[config.mk]
export PLATFORM = sky130hd
export DESIGN_NAME = sd_list_uart_sched
export DESIGN_NICKNAME = d
export VERILOG_FILES = /design/src/rtl/sd_app_pkg.sv /design/src/rtl/name_line_buf.sv /design/src/rtl/sd_list_uart_sched.sv
export SDC_FILE = /design/constraint.sdc
export NUM_CORES = 1
export LEC_CHECK = 0
export CAP_MARGIN = 10
export CORE_AREA = 2 2 199 201
export CTS_CLUSTER_DIAMETER = 30
export DETAILED_ROUTE_END_ITERATION = 16
export DIE_AREA = 0 0 201 203
export GPL_TIMING_DRIVEN = 1
export PLACE_DENSITY = 0.91
export SLEW_MARGIN = 10
export SYNTH_ARGS = -nofsm -noshare
export SYNTH_HDL_FRONTEND = slang
export SYNTH_SLANG_ARGS = --single-unit
[constraint.sdc]
create_clock -name clk -period 9.3 [get_ports clk]
set_input_delay 1.86 -clock clk [delete_from_list [all_inputs] [get_ports clk]]
set_output_delay 1.86 -clock clk [all_outputs]
set_load 0.1 [all_outputs]
[src/rtl/sd_app_pkg.sv]
// Shared types and constants for the SD-card application blocks.
// Holds the scheduler state encoding and the UART line-ending and "END" marker bytes.
package sd_app_pkg;

  typedef enum logic [2:0] {
    S_IDLE,
    S_WAIT_CARD,
    S_LISTING,
    S_SEND_NAME,
    S_SEND_CR,
    S_SEND_LF,
    S_SEND_END,
    S_FINISH
  } sched_state_t;

  localparam logic [7:0] CR = 8'h0D;
  localparam logic [7:0] LF = 8'h0A;

  localparam int unsigned END_LEN = 5;
  localparam logic [7:0] END_STR [END_LEN] = '{8'h45, 8'h4E, 8'h44, CR, LF};

  function automatic logic [7:0] end_byte(input logic [2:0] i);
    return (i < 3'(END_LEN)) ? END_STR[i] : 8'h00;
  endfunction

endpackage

[src/rtl/name_line_buf.sv]
// One-entry file-name buffer: captures a name and its length, and returns one byte per index.
// The full flag is set on capture and cleared when the scheduler frees the entry.
module name_line_buf #(
  parameter int unsigned MAX_NAME = 52,
  parameter int unsigned LEN_W    = 8,
  localparam int unsigned IDX_W   = $clog2(MAX_NAME)
) (
  input  logic                  clk,
  input  logic                  rstn,
  input  logic                  capture,
  input  logic                  free,
  input  logic [MAX_NAME*8-1:0] name_in,
  input  logic [LEN_W-1:0]      len_in,
  input  logic [IDX_W-1:0]      idx,
  output logic                  full,
  output logic [LEN_W-1:0]      len,
  output logic [7:0]            rd_byte
);

  logic [MAX_NAME*8-1:0] name_q;

  // Names longer than the storage are truncated to MAX_NAME bytes.
  always_ff @(posedge clk) begin
    if (!rstn) begin
      full <= 1'b0;
      len  <= '0;
    end else if (capture) begin
      full <= 1'b1;
      len  <= (len_in > LEN_W'(MAX_NAME)) ? LEN_W'(MAX_NAME) : len_in;
    end else if (free) begin
      full <= 1'b0;
    end
  end

  always_ff @(posedge clk) begin
    if (capture) begin
      name_q <= name_in;
    end
  end

  assign rd_byte = name_q[{idx, 3'b000} +: 8];

endmodule

[src/rtl/sd_list_uart_sched.sv]
// Sequences the SD file-list reader and prints each listed name to the UART as "name\r\n",
// followed by "END\r\n" once the reader reports done and the name buffer has drained.
module sd_list_uart_sched
  import sd_app_pkg::*;
#(
  parameter int unsigned MAX_NAME = 52,
  parameter int unsigned LEN_W    = 8,
  parameter int unsigned FNUM_W   = 13,
  parameter int unsigned DROP_W   = 8
) (
  input  logic                  clk,
  input  logic                  rstn,
  input  logic                  start,
  input  logic [1:0]            card_type,
  output logic                  sd_op,
  input  logic                  sd_done,
  input  logic                  list_en,
  input  logic [MAX_NAME*8-1:0] list_name,
  input  logic [LEN_W-1:0]      list_namelen,
  input  logic [FNUM_W-1:0]     list_file_num,
  output logic [7:0]            tx_data,
  output logic                  tx_valid,
  input  logic                  tx_ready,
  output logic                  busy,
  output logic                  done,
  output logic [FNUM_W-1:0]     printed_cnt,
  output logic [DROP_W-1:0]     dropped_cnt,
  output logic [FNUM_W-1:0]     last_file_num
);

  localparam int unsigned IDX_W = $clog2(MAX_NAME);

  sched_state_t     state, state_next;
  logic [IDX_W-1:0] idx;
  logic [2:0]       end_idx;
  logic             buf_full;
  logic [LEN_W-1:0] buf_len;
  logic [7:0]       buf_byte;
  logic             active, capture, drop, hs, last_byte, lf_done;

  assign active    = (state == S_LISTING) || (state == S_SEND_NAME) ||
                     (state == S_SEND_CR) || (state == S_SEND_LF);
  assign capture   = active && list_en && !buf_full;
  assign drop      = active && list_en && buf_full;
  assign hs        = tx_valid && tx_ready;
  assign last_byte = (LEN_W'(idx) == (buf_len - LEN_W'(1)));
  // The buffer frees on the LF handshake edge, so a list_en on that edge still sees it full.
  assign lf_done   = (state == S_SEND_LF) && hs;

  name_line_buf #(
    .MAX_NAME (MAX_NAME),
    .LEN_W    (LEN_W)
  ) u_buf (
    .clk     (clk),
    .rstn    (rstn),
    .capture (capture),
    .free    (lf_done),
    .name_in (list_name),
    .len_in  (list_namelen),
    .idx     (idx),
    .full    (buf_full),
    .len     (buf_len),
    .rd_byte (buf_byte)
  );

  always_ff @(posedge clk) begin
    if (!rstn) state <= S_IDLE;
    else       state <= state_next;
  end

  always_comb begin
    state_next = state;
    unique case (state)
      S_IDLE:      if (start) state_next = S_WAIT_CARD;
      S_WAIT_CARD: if (card_type != 2'd0) state_next = S_LISTING;
      S_LISTING: begin
        if (buf_full)     state_next = S_SEND_NAME;
        else if (sd_done) state_next = S_SEND_END;
      end
      S_SEND_NAME: if ((buf_len == '0) || (hs && last_byte)) state_next = S_SEND_CR;
      S_SEND_CR:   if (hs) state_next = S_SEND_LF;
      S_SEND_LF:   if (hs) state_next = S_LISTING;
      S_SEND_END:  if (hs && (end_idx == 3'(END_LEN - 1))) state_next = S_FINISH;
      S_FINISH:    state_next = S_IDLE;
      default:     state_next = S_IDLE;
    endcase
  end

  always_comb begin
    sd_op    = active;
    busy     = (state != S_IDLE);
    done     = (state == S_FINISH);
    tx_valid = 1'b0;
    tx_data  = '0;
    unique case (state)
      S_SEND_NAME: begin
        tx_valid = (buf_len != '0);
        tx_data  = buf_byte;
      end
      S_SEND_CR: begin
        tx_valid = 1'b1;
        tx_data  = CR;
      end
      S_SEND_LF: begin
        tx_valid = 1'b1;
        tx_data  = LF;
      end
      S_SEND_END: begin
        tx_valid = 1'b1;
        tx_data  = end_byte(end_idx);
      end
      default: ;
    endcase
  end

  always_ff @(posedge clk) begin
    if (!rstn) begin
      idx           <= '0;
      end_idx       <= '0;
      printed_cnt   <= '0;
      dropped_cnt   <= '0;
      last_file_num <= '0;
    end else begin
      idx     <= (state == S_SEND_NAME) ? (hs ? idx + IDX_W'(1) : idx) : '0;
      end_idx <= (state == S_SEND_END) ? (hs ? end_idx + 3'd1 : end_idx) : '0;
      if ((state == S_IDLE) && start) begin
        printed_cnt <= '0;
        dropped_cnt <= '0;
      end else begin
        if (lf_done) printed_cnt <= printed_cnt + FNUM_W'(1);
        if (drop && (dropped_cnt != '1)) dropped_cnt <= dropped_cnt + DROP_W'(1);
      end
      if (capture) last_file_num <= list_file_num;
    end
  end

endmodule

==> impl_metrics.json <==
{
  "drive_gt1_frac": 0.185,
  "drv_slew": 0,
  "syn_inst": 1006,
  "clkTransAtPathRegs_ps": 50,
  "ys_warn_count": 0,
  "ys_seq_area_frac": 0.728,
  "grt_pass1_wl_um": 83000,
  "clkLatencyLatePin_ps": 610,
  "setup_viol": 0,
  "rows": 72,
  "clk_path_buf_depth": 3,
  "place_congestion": 0.846,
  "ios": 491,
  "crit_type": "flop to output port",
  "synth_edf_count": 416,
  "hold_path_class": "flop to flop",
  "cts_tree": "built",
  "rsz0062_at_grt": "no",
  "fp.dieW_um": 201,
  "tightest_slew_ps": 1120,
  "p_int_mw": 5.40,
  "ys_ff_latch": 471,
  "grt_start_max_net_pins": 147,
  "via_per_inst": 5.67,
  "drv_cap": 0,
  "max-vdd-ir-drop_mv": 0.217,
  "async_reset_ff_frac": 0,
  "p_seq_frac": 0.406,
  "grt_pass1_vias": 13100,
  "dieArea_um2": 40800,
  "cts.repair.resized": 0,
  "critPathBufInv": 2,
  "synth_top_cell_area_share": 0.669,
  "final_cells": 2149,
  "clkSinkCount": 471,
  "drtIter0Drc": 1198,
  "antenna_found_initial": 5,
  "post-route-min-period_ps": 6790,
  "switching_share": 0.272,
  "syn_nets": 1460,
  "critPathMaxFanout": 57,
  "via_count": 12200,
  "relSlewSlack": 0.249,
  "cp-start-kind": "flop",
  "seqCellArea_um2": 13600,
  "initial_core_util": 0.485,
  "grt_use_total": 0.283,
  "io_buffers": 490,
  "tritoncts.num_buffers": 90,
  "avgSynthCellArea_um2": 18.6,
  "p_clk_frac": 0.449,
  "cts-root-buf": "clkbuf_16",
  "pwr_density_cell_nw_per_um2": 272,
  "dp_cells": 1974,
  "status": "complete, no violations",
  "finalHoldViolations": 0,
  "power_switching_mw": 2.02,
  "post-route-period-util": 0.730,
  "synth-main-ff-cell": "edfxtp_1",
  "max_freq_ghz": 0.147,
  "setup_tns_ps": 0,
  "fillers": 2232,
  "multi_input_area_um2": 4730,
  "worst_path_max_delay_cell": "clkdlybuf4s50_1",
  "nets": 2002,
  "dr.pass1.iters": 5,
  "finalClockSkew_ps": 16.5,
  "crit_chain": "buf_12 > mux4_2 > mux2i_1 > o211ai_1 > o21ai_0 > nor3_1 > clkdlybuf4s50_1",
  "worstPathRequired_ps": 7440,
  "hold_buffers": 0,
  "die_h_um": 203,
  "wl_per_cell_um": 26.9,
  "core_region_area_um2": 38500,
  "ys_top_cells_by_area": "edfxtp_1 (67%), mux4_2 (13%), dfxtp_1 (5.9%)",
  "drc": 0,
  "syn-cell-area_um2": 18700,
  "synth.distinct_cells": 63,
  "grt-ovfl-total": 0,
  "wl_um": 57800,
  "p_leak_nw": 9.16,
  "post_cts_buffers": 0,
  "yosysTopAreaCell": "edfxtp_1",
  "crit_path_end_kind": "output port",
  "ant_nets": 0,
  "hpwl_um": 37500,
  "cp.arrival_ps": 4930,
  "critical_path.top_delay_family": "buffers and inverters",
  "cts.htree.levels": 3,
  "pwr-share-comb": 0.146,
  "slowest_delay_ps": 1040,
  "syn_to_final_growth_pct": 45.9
}
==> layer usage <==
layer  vias up  global-route usage  wire length (µm)
li1       5168                   -                 -
met1      6143               0.323             20200
met2       749               0.512             31000
met3       134              0.0615              4320
met4         0               0.128              2290
met5         -                   0                 0
==> final cells by class <==
class,count,share of cell area
multi-input combinational,465,0.174
clock buffer,103,0.0879
antenna,6,0.000551
inverter,17,0.00262
clock inverter,66,0.0273
sequential,471,0.499
timing repair buffer,503,0.185
tap,518,0.0238
==> metrics by stage <==
stage | setup slack, ps | hold WS, ps | util | power, mW | instance area, µm²
5_1_grt | 2300 | 478 | 0.708 | 7.63 | 27200
3_5_place_dp | 3180 | 449 | 0.626 | 4.08 | 24100
6_report | 2510 | 458 | 0.708 | 7.41 | 27200
4_1_cts | 2360 | 462 | 0.708 | 7.45 | 27200
2_1_floorplan | 1280 | 478 | - | 3.73 | 18700
3_3_place_gp | 3200 | 441 | 0.626 | 4.02 | 24100
==> logic make-up (layout without fill, tap and decap cells) <==
family / after synthesis / after routing / share of synthesized area
buffers and inverters: 70 / 689 / 0.0187
AND/OR/NAND/NOR: 183 / 183 / 0.0456
AO/OA/AOI/OAI: 103 / 103 / 0.0377
XOR/XNOR: 30 / 30 / 0.0141
adder cells (fa/ha/maj): 9 / 9 / 0.00603
other: 0 / 6 / 0
multiplexers: 140 / 140 / 0.150
flip-flops: 471 / 471 / 0.728
==> worst register-to-register path, cell delays in order (launching register included) <==
cell and delay [ps]:
dfxtp_1 720, xor2_1 340, nand2_1 80, or2_1 530, inv_8 860, buf_4 980
==> cell usage after synthesis (5+ instances only) <==
master,number
nor2_1,54
edfxtp_1,416
nand3_1,11
o2111ai_1,7
o21ai_0,14
dfxtp_1,55
and3_1,5
buf_2,21
mux2i_1,26
nand2b_1,5
o22ai_1,7
and2_1,5
inv_1,16
xnor2_1,15
xor2_1,15
mux4_2,110
clkbuf_1,17
nor3_1,9
o211ai_1,6
o21ai_1,7
nand4_1,7
buf_4,8
ha_1,9
nand2_1,65
a21oi_1,33
==> worst paths after layout <==
check	startpoint	end	slack (ps)	cells past startpoint
setup / recovery	idx[0]$_SDFFE_PN0P_	tx_data[4]	2510	7
hold / removal	last_file_num[1]$_SDFFE_PN0P_	last_file_num[1]$_SDFFE_PN0P_	460	2
setup reg to reg	state[2]$_SDFFE_PN0P_	u_buf.name_q[319]$_DFFE_PP_	5350	5
hold reg to reg	last_file_num[1]$_SDFFE_PN0P_	last_file_num[1]$_SDFFE_PN0P_	460	2
==> registers in the layout (all words and copies together), names as in the netlist <==
register       flops
printed_cnt       13
idx                6
u_buf.full         1
last_file_num     13
u_buf.len          8
end_idx            3
u_buf.name_q     416
dropped_cnt        8
state              3
==> power by group through the flow <==
stage / Sequential, mW / Combinational [mW] / Clock (mW)
3_3_place_gp: 2.99 / 1.03 / 0
2_1_floorplan: 3.13 / 0.603 / 0
5_1_grt: 3.03 / 1.14 / 3.45
4_1_cts: 3.00 / 1.08 / 3.36
6_report: 3.01 / 1.08 / 3.33
3_5_place_dp: 3.01 / 1.06 / 0
==> layout by cell type (no fill, tap or decap), types with 4 or more instances in the layout <==
master,Yosys,layout
clkdlybuf4s50_1,0,490
edfxtp_1,416,416
mux4_2,110,110
clkbuf_16,0,92
nand2_1,65,65
nor2_1,54,54
dfxtp_1,55,53
a21oi_1,33,33
mux2i_1,26,26
inv_6,0,18
xor2_1,15,15
inv_1,16,15
xnor2_1,15,15
o21ai_0,14,14
clkinv_4,0,14
nand3_1,11,11
buf_4,8,11
bufinv_16,0,10
nor3_1,9,9
ha_1,9,9
clkinv_2,0,9
clkinvlp_4,0,8
o2111ai_1,7,7
o22ai_1,7,7
o21ai_1,7,7
nand4_1,7,7
diode_2,0,6
o211ai_1,6,6
clkbuf_1,17,6
and2_1,5,5
nand2b_1,5,5
and3_1,5,5
clkbuf_8,0,5
a211oi_1,4,4
or3_1,4,4
clkinv_1,0,4
(Power assumes the default switching activity.)
